## src/rtl/reg_pipe_pkg.sv

```systemverilog
// reg_pipe_pkg: shared helpers for the elastic register pipeline.
// Optional feature macro: REG_PIPE_OCC_EN (occupancy counter port on reg_pipe).
// A stage is a valid bit plus WIDTH bits of payload. The struct needs a width,
// so it is a macro that each user expands with its own WIDTH.
`ifndef REG_PIPE_STAGE_T
`define REG_PIPE_STAGE_T(W) struct packed { logic v; logic [(W)-1:0] d; }
`endif

package reg_pipe_pkg;

   // Width of a counter that must hold 0..depth inclusive.
   function automatic int occ_w(input int depth);
      return $clog2(depth + 1);
   endfunction

endpackage

```

## src/rtl/reg_pipe_if.sv

```systemverilog
// reg_pipe_if: valid/ready stream on both sides of the pipeline.
// The master side feeds words in and accepts words out; the slave is the pipe.
interface reg_pipe_if
   import reg_pipe_pkg::*;
#(
   parameter int WIDTH = 8
);
   logic             in_valid;
   logic [WIDTH-1:0] in_data;
   logic             in_ready;
   logic             out_valid;
   logic [WIDTH-1:0] out_data;
   logic             out_ready;

   modport master (output in_valid, in_data, out_ready,
                   input  in_ready, out_valid, out_data);
   modport slave  (input  in_valid, in_data, out_ready,
                   output in_ready, out_valid, out_data);
endinterface

```

## src/rtl/reg_pipe_stage.sv

```systemverilog
// reg_pipe_stage: one pipeline register (valid + payload) with its local ready.
// Ready is combinational so a full pipe still moves one word per cycle.
module reg_pipe_stage
   import reg_pipe_pkg::*;
#(
   parameter int WIDTH = 8
) (
   input  logic             clk,
   input  logic             rst,
   input  logic             en,
   input  logic             flush,
   input  logic             src_v,
   input  logic [WIDTH-1:0] src_d,
   input  logic             rdy_nxt,
   output logic             rdy,
   output logic             v,
   output logic [WIDTH-1:0] d
);
   typedef `REG_PIPE_STAGE_T(WIDTH) stage_t;

   stage_t q;

   // An empty stage always takes from upstream; a full one only if it can drain.
   assign rdy = !q.v | rdy_nxt;
   assign v   = q.v;
   assign d   = q.d;

   // Load when there is room, drop valid on flush (payload kept), freeze when !en.
   always_ff @(posedge clk) begin
      if (rst) begin
         q <= '0;
      end else if (en) begin
         if (flush)
            q.v <= 1'b0;
         else if (rdy)
            q <= stage_t'({src_v, src_d});
      end
   end
endmodule

```

## src/rtl/reg_pipe.sv

```systemverilog
// reg_pipe: DEPTH-stage elastic register pipeline with global enable and flush.
// Optional feature macro: REG_PIPE_OCC_EN adds the registered occupancy port occ.
module reg_pipe
   import reg_pipe_pkg::*;
#(
   parameter int WIDTH = 8,
   parameter int DEPTH = 3
) (
   input  logic                      clk,
   input  logic                      rst,
   input  logic                      en,
   input  logic                      flush,
   reg_pipe_if.slave                 bus
`ifdef REG_PIPE_OCC_EN
   ,
   output logic [occ_w(DEPTH)-1:0]   occ
`endif
);
   if (DEPTH < 1) begin : g_bad_depth
      $error("reg_pipe: DEPTH must be >= 1");
   end
   if (WIDTH < 1) begin : g_bad_width
      $error("reg_pipe: WIDTH must be >= 1");
   end

   // Stage 0 faces the input; each stage's ready looks at the one after it.
   // Per-stage nets (not one vector) keep the ready chain free of false loops.
   for (genvar i = 0; i < DEPTH; i++) begin : g_st
      logic             rdy, rdy_nxt, src_v, v;
      logic [WIDTH-1:0] src_d, d;

      if (i == DEPTH - 1) begin : g_tail
         assign rdy_nxt = bus.out_ready;
      end else begin : g_link
         assign rdy_nxt = g_st[i+1].rdy;
      end

      if (i == 0) begin : g_head
         assign src_v = bus.in_valid;
         assign src_d = bus.in_data;
      end else begin : g_body
         assign src_v = g_st[i-1].v;
         assign src_d = g_st[i-1].d;
      end

      reg_pipe_stage #(.WIDTH(WIDTH)) u_stage (
         .clk     (clk),
         .rst     (rst),
         .en      (en),
         .flush   (flush),
         .src_v   (src_v),
         .src_d   (src_d),
         .rdy_nxt (rdy_nxt),
         .rdy     (rdy),
         .v       (v),
         .d       (d)
      );
   end

   // No entry while frozen or flushing; output hidden while frozen, data ungated.
   assign bus.in_ready  = en & ~flush & g_st[0].rdy;
   assign bus.out_valid = en & g_st[DEPTH-1].v;
   assign bus.out_data  = g_st[DEPTH-1].d;

`ifdef REG_PIPE_OCC_EN
   localparam int OW = occ_w(DEPTH);

   logic in_xfer, out_xfer;
   assign in_xfer  = bus.in_valid  & bus.in_ready;
   assign out_xfer = bus.out_valid & bus.out_ready;

   // Track valid-stage count from the two handshakes; flush empties the pipe.
   always_ff @(posedge clk) begin
      if (rst || (en && flush))
         occ <= '0;
      else if (in_xfer && !out_xfer)
         occ <= occ + OW'(1);
      else if (!in_xfer && out_xfer)
         occ <= occ - OW'(1);
   end
`endif
endmodule

```

## src/flat_wrapper.sv

```systemverilog
// flat-port wrapper written by rule: the top's interface ports become plain ports
module reg_pipe_flat import reg_pipe_pkg::*;
#(
   parameter int WIDTH = 8,
   parameter int DEPTH = 3
)
  (clk, rst, en, flush, bus_in_valid, bus_in_data, bus_out_ready, bus_in_ready, bus_out_valid, bus_out_data);
  reg_pipe_if #(.WIDTH(WIDTH)) bus_i ();
  input  logic clk;
  input  logic rst;
  input  logic en;
  input  logic flush;
  input wire logic [$bits(bus_i.in_valid)-1:0] bus_in_valid;
  input wire logic [$bits(bus_i.in_data)-1:0] bus_in_data;
  input wire logic [$bits(bus_i.out_ready)-1:0] bus_out_ready;
  output wire logic [$bits(bus_i.in_ready)-1:0] bus_in_ready;
  output wire logic [$bits(bus_i.out_valid)-1:0] bus_out_valid;
  output wire logic [$bits(bus_i.out_data)-1:0] bus_out_data;
  assign bus_i.in_valid = bus_in_valid;
  assign bus_i.in_data = bus_in_data;
  assign bus_i.out_ready = bus_out_ready;
  assign bus_in_ready = bus_i.in_ready;
  assign bus_out_valid = bus_i.out_valid;
  assign bus_out_data = bus_i.out_data;
  reg_pipe #(.WIDTH(WIDTH), .DEPTH(DEPTH)) u_core (.clk(clk), .rst(rst), .en(en), .flush(flush), .bus(bus_i));
endmodule
```

## config.mk

```make
export PLATFORM = sky130hd
export DESIGN_NAME = reg_pipe_flat
export DESIGN_NICKNAME = d
export VERILOG_FILES = /design/src/rtl/reg_pipe_pkg.sv /design/src/rtl/reg_pipe_if.sv /design/src/rtl/reg_pipe_stage.sv /design/src/rtl/reg_pipe.sv /design/src/flat_wrapper.sv
export SDC_FILE = /design/constraint.sdc
export NUM_CORES = 1
export LEC_CHECK = 0
export ABC_CLOCK_PERIOD_IN_PS = 1700
export BUFFER_PORTS_ARGS = -buffer_cell sky130_fd_sc_hd__buf_2
export CAP_MARGIN = 20
export CORE_AREA = 4 4 57 59
export DETAILED_ROUTE_END_ITERATION = 12
export DIE_AREA = 0 0 61 63
export GPL_TIMING_DRIVEN = 1
export PLACE_DENSITY = 0.65
export SLEW_MARGIN = 20
export SYNTH_ARGS = -nofsm -noshare
export SYNTH_HDL_FRONTEND = slang
export SYNTH_HIERARCHICAL = 1
export SYNTH_SLANG_ARGS = --single-unit
```

## constraint.sdc

```tcl
create_clock -name clk -period 1.7 [get_ports clk]
set_clock_uncertainty 0.1 [all_clocks]
set_input_delay 0.17 -clock clk [delete_from_list [all_inputs] [get_ports clk]]
set_output_delay 0.17 -clock clk [all_outputs]
set_load 0.02 [all_outputs]
```

==> results of run 1 <==
[power breakdown]
group | switching, mW | internal (mW)
Clock | 0.200 | 0.0902
Combinational | 0.0539 | 0.0732
Sequential | 0.00866 | 0.647
Total | 0.263 | 0.810
[final timing paths]
check | endpoint | depth (start not counted) | startpoint | slack, ps
worst max-delay path | bus_in_ready | 5 | u_core/g_st[2].u_stage/v | 40
worst min-delay path | u_core/g_st[0].u_stage/v | 3 | en | 110
worst max register to register | u_core/g_st[0].u_stage/d[7] | 5 | u_core/g_st[2].u_stage/v | 350
worst min register to register | u_core/g_st[2].u_stage/d[2] | 2 | u_core/g_st[2].u_stage/d[2] | 380
[per-layer routing]
metal	track usage	up-vias	share of wire
met5	0	-	0
met4	0.0732	0	0.024
met3	0.0248	5	0.047
met2	0.205	21	0.45
met1	0.168	401	0.48
li1	-	466	-
[layout make-up]
cell class | count | area, um2 | share of cell area
Tap cell | 31 | 38.8 | 0.0255
Timing Repair Buffer | 32 | 211 | 0.139
Sequential cell | 27 | 544 | 0.358
Multi-Input combinational cell | 89 | 683 | 0.450
Clock buffer | 3 | 22.5 | 0.0148
Inverter | 3 | 11.3 | 0.00741
Clock inverter | 1 | 7.51 | 0.00494
[sequential cells by signal, indices dropped and copies added, names as in the netlist]
name	cells
u_core/g_st.u_stage/d	24
u_core/g_st.u_stage/v	3
[logic make-up after synthesis]
kind of cell    Yosys count
flops                    27
buf+inv                   9
mux                      24
simple gates             59
compound gates            6
[worst min-delay path, stage by stage]
cell     delay [ps]
buf_2           170
a32oi_1         110
nor2_1           70
[timing repair]
action | in CTS | in global routing
hold buffers | 9 | 0
hold endpoints to repair | 9 | 0
setup buffers | 0 | 0
endpoints found under the setup margin | 1 | 1
resized for setup | 1 | 3
[cells in the final DEF (no fill, tap or decap), types with 3 or more instances in the layout]
master,count
buf_2,22
a32oi_1,3
clkbuf_4,3
nor2_1,3
inv_1,3
nand2b_1,48
mux2i_1,24
and3_4,3
o21ai_0,3
dfxtp_1,26
nand2b_4,3
dlygate4sd3_1,9
==> reports/qor.csv, run 1 <==
stage;metric;value;unit
status;status;finished clean;
finish;drive_gt1_frac;0.219;
sta;fmax;0.603;GHz
synth;synth_cells;125;
critical_path;crit_required;1430;ps
placed_design;hpwl;1470;um
synth;synth_edf_count;0;
synth;yosys.area.top_type;dfxtp_1;
synth;synthesis.nets;139;
drt;antenna_left;0;
die;die_w;61;um
critical_path;end_kind;output pin;
sta;finalCritPeriodShare;0.976;
power;leakage;0.616;nW
sta;finalWorstSetupSlack;40.6;ps
placed_design;place_area;1390;um2
global_routing;grt_max_degree;52;
sta;finalSetupTns;0;ps
critical_path;cpPeakStageDelay;400;ps
synth;yosys_register_bits;27;
synth;synth_common_cells;nand2b_1, dfxtp_1, mux2i_1;
sta;hold_slack;112;ps
worst_hold_path;hold_path_class;input pin to register;
global_routing;grt_pass1_vias;850;
placed_design;place_inst;173;
sta;period_minus_slack;1660;ps
critical_path;critPathTopFamily;simple AND/OR/NAND/NOR gates;
sta;slew-limit-headroom;0.614;
placed_design;io_buffer_count;23;
finish;stdcell_area;1520;um2
die;initial_core_util;0.472;
synth;synthFlopType;dfxtp_1;
power;peakVddDrop;469;uV
placed_design;place_ws;375;ps
synth;synth_area_per_cell;10.2;um2
cts;clk_pin_slew_worst_paths;150;ps
cts;ctsRootBufferMaster;clkbuf_4;
synth;synth_top_family_by_area;simple AND/OR/NAND/NOR gates;
global_routing;grt_pass1_wl;3850;um
drt;post_drt_wl_per_cell;12.1;um
cts;cts_tree;yes;
die;rows;19;
critical_path;cp.arrival;1390;ps
sta;slew_viol_final;0;
power;fin_total_pwr;1.07;mW
synth;synthAdderAreaFrac;0;
critical_path;startpoint_type;register;
finish;fin_util;0.560;
drt;vias;893;
critical_path;path_cells;nand2b_4, nand2b_4, nand2b_4, and3b_1, buf_6;
synth;synth_area;1280;um2
synth;synth_top_area_frac;0.422;
cts;clock_path_buffers;2;
finish;synthToLayoutAreaGrowth;18.7;%
sta;hold_viol;0;
global_routing;antenna_found_initial;0;
synth;yosys_warnings;6;
global_routing;grt_usage;0.132;
synth;synth_mux_area_frac;0.188;
global_routing;grt-ovfl-total;0;
cts;cts.sinks;27;
drt;drt_iter0_markers;29;
finish;diodes;0;
power;p_per_area;707;nW/um2
critical_path;crit_buf_inv;1;
finish;finalNonFillerCells;186;
critical_path;cp_slowest_cell;dfxtp_4;
synth;synth-simple-area-share;0.314;
critical_path;path_class;register to output pin;
synth;async_flop_share;0;
placed_design;gp_congestion;0.646;
finish;finalNetCount;170;
cts;insertion_delay;330;ps
die;die_h;63;um
critical_path;cp_max_fo;3;
drt;finalWirelength;2240;um
synth;yosysSeqAreaShare;0.422;
synth;synth-compound-area-share;0.0323;
die;dieArea;3840;um2
synth;synth_most_common_cell;nand2b_1;
cts;h-tree-depth;1;
synth;synth-xor-area-share;0;
critical_path;crit_top_cell;nand2b_4;
synth;synth.area.top_cells;dfxtp_1, nand2b_1, mux2i_1;
finish;fill_cells;246;
synth;ys_types;13;
drt;remaining_drc_errors;0;
die;core_area;2710;um2
cts;numCtsBuffers;3;
sta;tightest_slew;579;ps
flow_run;maxCapViolations;0;
drt;first_pass_iters;4;
die;pin_count;24;
drt;viasPerCell;4.80;
sta;setup_viol;0;
(Power assumes the default switching activity.)
==> run 2: changes to the inputs <==
--- a/config.mk
+++ b/config.mk
@@ -5,14 +5,17 @@
 export SDC_FILE = /design/constraint.sdc
 export NUM_CORES = 1
 export LEC_CHECK = 0
+export ABC_AREA = 1
 export ABC_CLOCK_PERIOD_IN_PS = 1700
 export BUFFER_PORTS_ARGS = -buffer_cell sky130_fd_sc_hd__buf_2
 export CAP_MARGIN = 20
-export CORE_AREA = 4 4 57 59
+export CORE_AREA = 4 4 58 60
+export CTS_CLUSTER_SIZE = 8
 export DETAILED_ROUTE_END_ITERATION = 12
-export DIE_AREA = 0 0 61 63
+export DIE_AREA = 0 0 62 64
 export GPL_TIMING_DRIVEN = 1
 export PLACE_DENSITY = 0.65
+export SETUP_SLACK_MARGIN = 0.5
 export SLEW_MARGIN = 20
 export SYNTH_ARGS = -nofsm -noshare
 export SYNTH_HDL_FRONTEND = slang
==> reports/qor.csv, run 2 <==
stage;metric;value;unit;change
die;rows;20;;was 19
synth;yosys.area.top_type;dfxtp_1;;unchanged
power;pwr-share-clk;0.233;;was 0.271
sta;rsz0062_at_grt;yes;;
global_routing;grt_pass1_vias;1110;;was 850
global_routing;grt-ovfl-total;0;;unchanged
cts;insertion_delay;310;ps;was 330 ps
drt;post_drt_wl_per_cell;11.9;um;was 12.1 um
synth;synth_edf_count;0;;unchanged
power;switching_share;0.272;;was 0.245
placed_design;gp_congestion;0.699;;was 0.646
cts;cts.sinks;27;;unchanged
sta;finalWorstSetupSlack;212;ps;was 40.6 ps
synth;synth_area;1340;um2;was 1280 um2
global_routing;grt_max_degree;19;;was 52
synth;synth-compound-area-share;0.120;;was 0.0323
status;status;finished clean;;unchanged
power;p_per_area;622;nW/um2;was 707 nW/um2
power;peakVddDrop;398;uV;was 469 uV
global_routing;antenna_found_initial;0;;unchanged
power;leakage;0.865;nW;was 0.616 nW
synth;synth_most_common_cell;nand2_1;;was nand2b_1
power;combPwrFrac;0.174;;was 0.118
critical_path;cp.arrival;1220;ps;was 1390 ps
die;initial_core_util;0.459;;was 0.472
finish;stdcell_area;1870;um2;was 1520 um2
synth;synth_common_cells;nand2_1, a21oi_1, dfxtp_1;;was nand2b_1, dfxtp_1, mux2i_1
global_routing;grt_usage;0.158;;was 0.132
cts;h-tree-depth;1;;unchanged
finish;drive_gt1_frac;0.374;;was 0.219
placed_design;place_ws;283;ps;was 375 ps
finish;multiInputGateArea;763;um2;was 683 um2
drt;vias;1150;;was 893
synth;synth_mux_area_frac;0;;was 0.188
sta;slew_viol_final;0;;unchanged
global_routing;grt_pass1_wl;4920;um;was 3850 um
finish;seq_area;544;um2;unchanged
placed_design;io_buffer_count;23;;unchanged
finish;synthToLayoutAreaGrowth;39.3;%;was 18.7%
sta;fmax;0.672;GHz;was 0.603 GHz
cts;ctsRootBufferMaster;clkbuf_4;;unchanged
die;die_h;64;um;was 63 um
finish;layout_common_cells;nand2_1, dfxtp_1, nand3b_1, nor2_1, buf_2;;was nand2b_1, dfxtp_1, mux2i_1
synth;ys_types;14;;was 13
critical_path;cpPeakStageDelay;400;ps;about the same
die;dieArea;3970;um2;was 3840 um2
cts;clock_path_buffers;2;;unchanged
finish;fin_util;0.639;;was 0.560
finish;finalNetCount;221;;was 170
drt;drt_iter0_markers;77;;was 29
die;die_w;62;um;was 61 um
sta;hold_viol;0;;unchanged
synth;synth_cells;166;;was 125
placed_design;place_area;1450;um2;was 1390 um2
finish;fill_cells;235;;was 246
synth;synthesis.nets;180;;was 139
die;core_area;2930;um2;was 2710 um2
cts;cts_tree;yes;;unchanged
die;pin_count;24;;unchanged
synth;synth_area_per_cell;8.09;um2;was 10.2 um2
finish;diodes;0;;unchanged
synth;synth-simple-area-share;0.377;;was 0.314
critical_path;critPathTopFamily;flip-flops;;was simple AND/OR/NAND/NOR gates
synth;yosys_register_bits;27;;unchanged
synth;synthAdderAreaFrac;0;;unchanged
flow_run;maxCapViolations;0;;unchanged
power;power_switching;0.316;mW;was 0.263 mW
sta;slew-limit-headroom;0.753;;was 0.614
critical_path;end_kind;output pin;;unchanged
critical_path;path_cells;nand2_8, inv_4, nand2_4, inv_4, nand2_8, nand2_4, nor2_4, buf_6;;was nand2b_4, nand2b_4, nand2b_4, and3b_1, buf_6
finish;mostFrequentLayoutCell;nand2_1;;was nand2b_1
cts;clk_pin_slew_worst_paths;140;ps;was 150 ps
power;seq_power_share;0.593;;was 0.611
sta;tightest_slew;370;ps;was 579 ps
synth;yosysSeqAreaShare;0.403;;was 0.422
synth;synth.area.top_cells;dfxtp_1, nand3b_1, a21oi_1;;was dfxtp_1, nand2b_1, mux2i_1
sta;finalSetupTns;0;ps;unchanged
critical_path;startpoint_type;register;;unchanged
drt;antenna_left;0;;unchanged
sta;setup_viol;0;;unchanged
worst_hold_path;hold_path_class;input pin to register;;unchanged
critical_path;cp_slowest_cell;dfxtp_4;;unchanged
sta;finalCritPeriodShare;0.875;;was 0.976
synth;synthFlopType;dfxtp_1;;unchanged
sta;period_minus_slack;1490;ps;was 1660 ps
drt;viasPerCell;4.81;;was 4.80
cts;numCtsBuffers;3;;unchanged
drt;finalWirelength;2840;um;was 2240 um
synth;synth_top_area_frac;0.403;;was 0.422
drt;remaining_drc_errors;0;;unchanged
finish;largest_reg_flops;24;;unchanged
placed_design;hpwl;1660;um;was 1470 um
critical_path;crit_buf_inv;3;;was 1
synth;async_flop_share;0;;unchanged
synth;yosys_warnings;6;;unchanged
synth;synth_top_family_by_area;simple AND/OR/NAND/NOR gates;;unchanged
power;intPower;0.848;mW;was 0.810 mW
critical_path;crit_required;1430;ps;about the same
critical_path;cp_max_fo;2;;was 3
critical_path;path_class;register to output pin;;unchanged
synth;synth-xor-area-share;0;;unchanged
drt;first_pass_iters;4;;unchanged
==> run 2: timing repair <==
item,CTS,global route
hold buffers,2,0
cloned,5,1
endpoints found under the setup margin,20,20
buffers inserted,7,3
endpoints found under the hold margin,3,0
pin swaps,5,6
resized for setup,30,8
==> run 2: routing by layer <==
| metal | wire length (um) | GRT usage | vias to the layer above |
|---|---|---|---|
| li1 | - | - | 625 |
| met1 | 1260 | 0.198 | 495 |
| met4 | 49 | 0.0398 | 0 |
| met2 | 1400 | 0.271 | 24 |
| met5 | 0 | 0 | - |
| met3 | 125 | 0.0263 | 6 |
==> run 2: stage by stage <==
step | total power, mW | cells | hold slack, ps
global placement | 0.882 | 217 | 327
global route | 1.23 | 239 | 58.9
floorplan | 0.840 | 166 | 125
finish | 1.16 | 239 | 57.5
CTS | 1.17 | 235 | 45.4
detailed placement | 0.887 | 217 | 330
==> run 2: layout make-up <==
type	instances	share of cell area
repair buffers	42	0.236
clock buffers	4	0.0140
flip-flops and latches	27	0.291
well taps	33	0.0221
multi-input cells	120	0.408
inverters	13	0.0288
==> run 2: worst paths after layout <==
kind                                from                           to  slack, ps  cells after the start
max             u_core/g_st[2].u_stage/v                 bus_in_ready        210                      8
min reg2reg  u_core/g_st[0].u_stage/d[7]  u_core/g_st[0].u_stage/d[7]        400                      2
min                       bus_in_data[2]  u_core/g_st[0].u_stage/d[2]         60                      4
max reg2reg     u_core/g_st[2].u_stage/v     u_core/g_st[1].u_stage/v        230                     10
==> run 2: logic make-up after synthesis <==
family	after synthesis
AO/OA/AOI/OAI	30
buffers and inverters	19
flip-flops	27
AND/OR/NAND/NOR	90
==> run 2: power groups by stage <==
stage	registers, mW	logic (mW)	clock network [mW]
after floorplan	0.713	0.128	0
after global placement	0.701	0.181	0
after detailed placement	0.702	0.185	0
after CTS	0.690	0.198	0.280
after global routing	0.695	0.232	0.308
final	0.690	0.202	0.271
==> run 2: worst min-delay path: cells and delay by family <==
kind	cells	cell delay, ps
buf+inv	1	80
simple gates	3	210
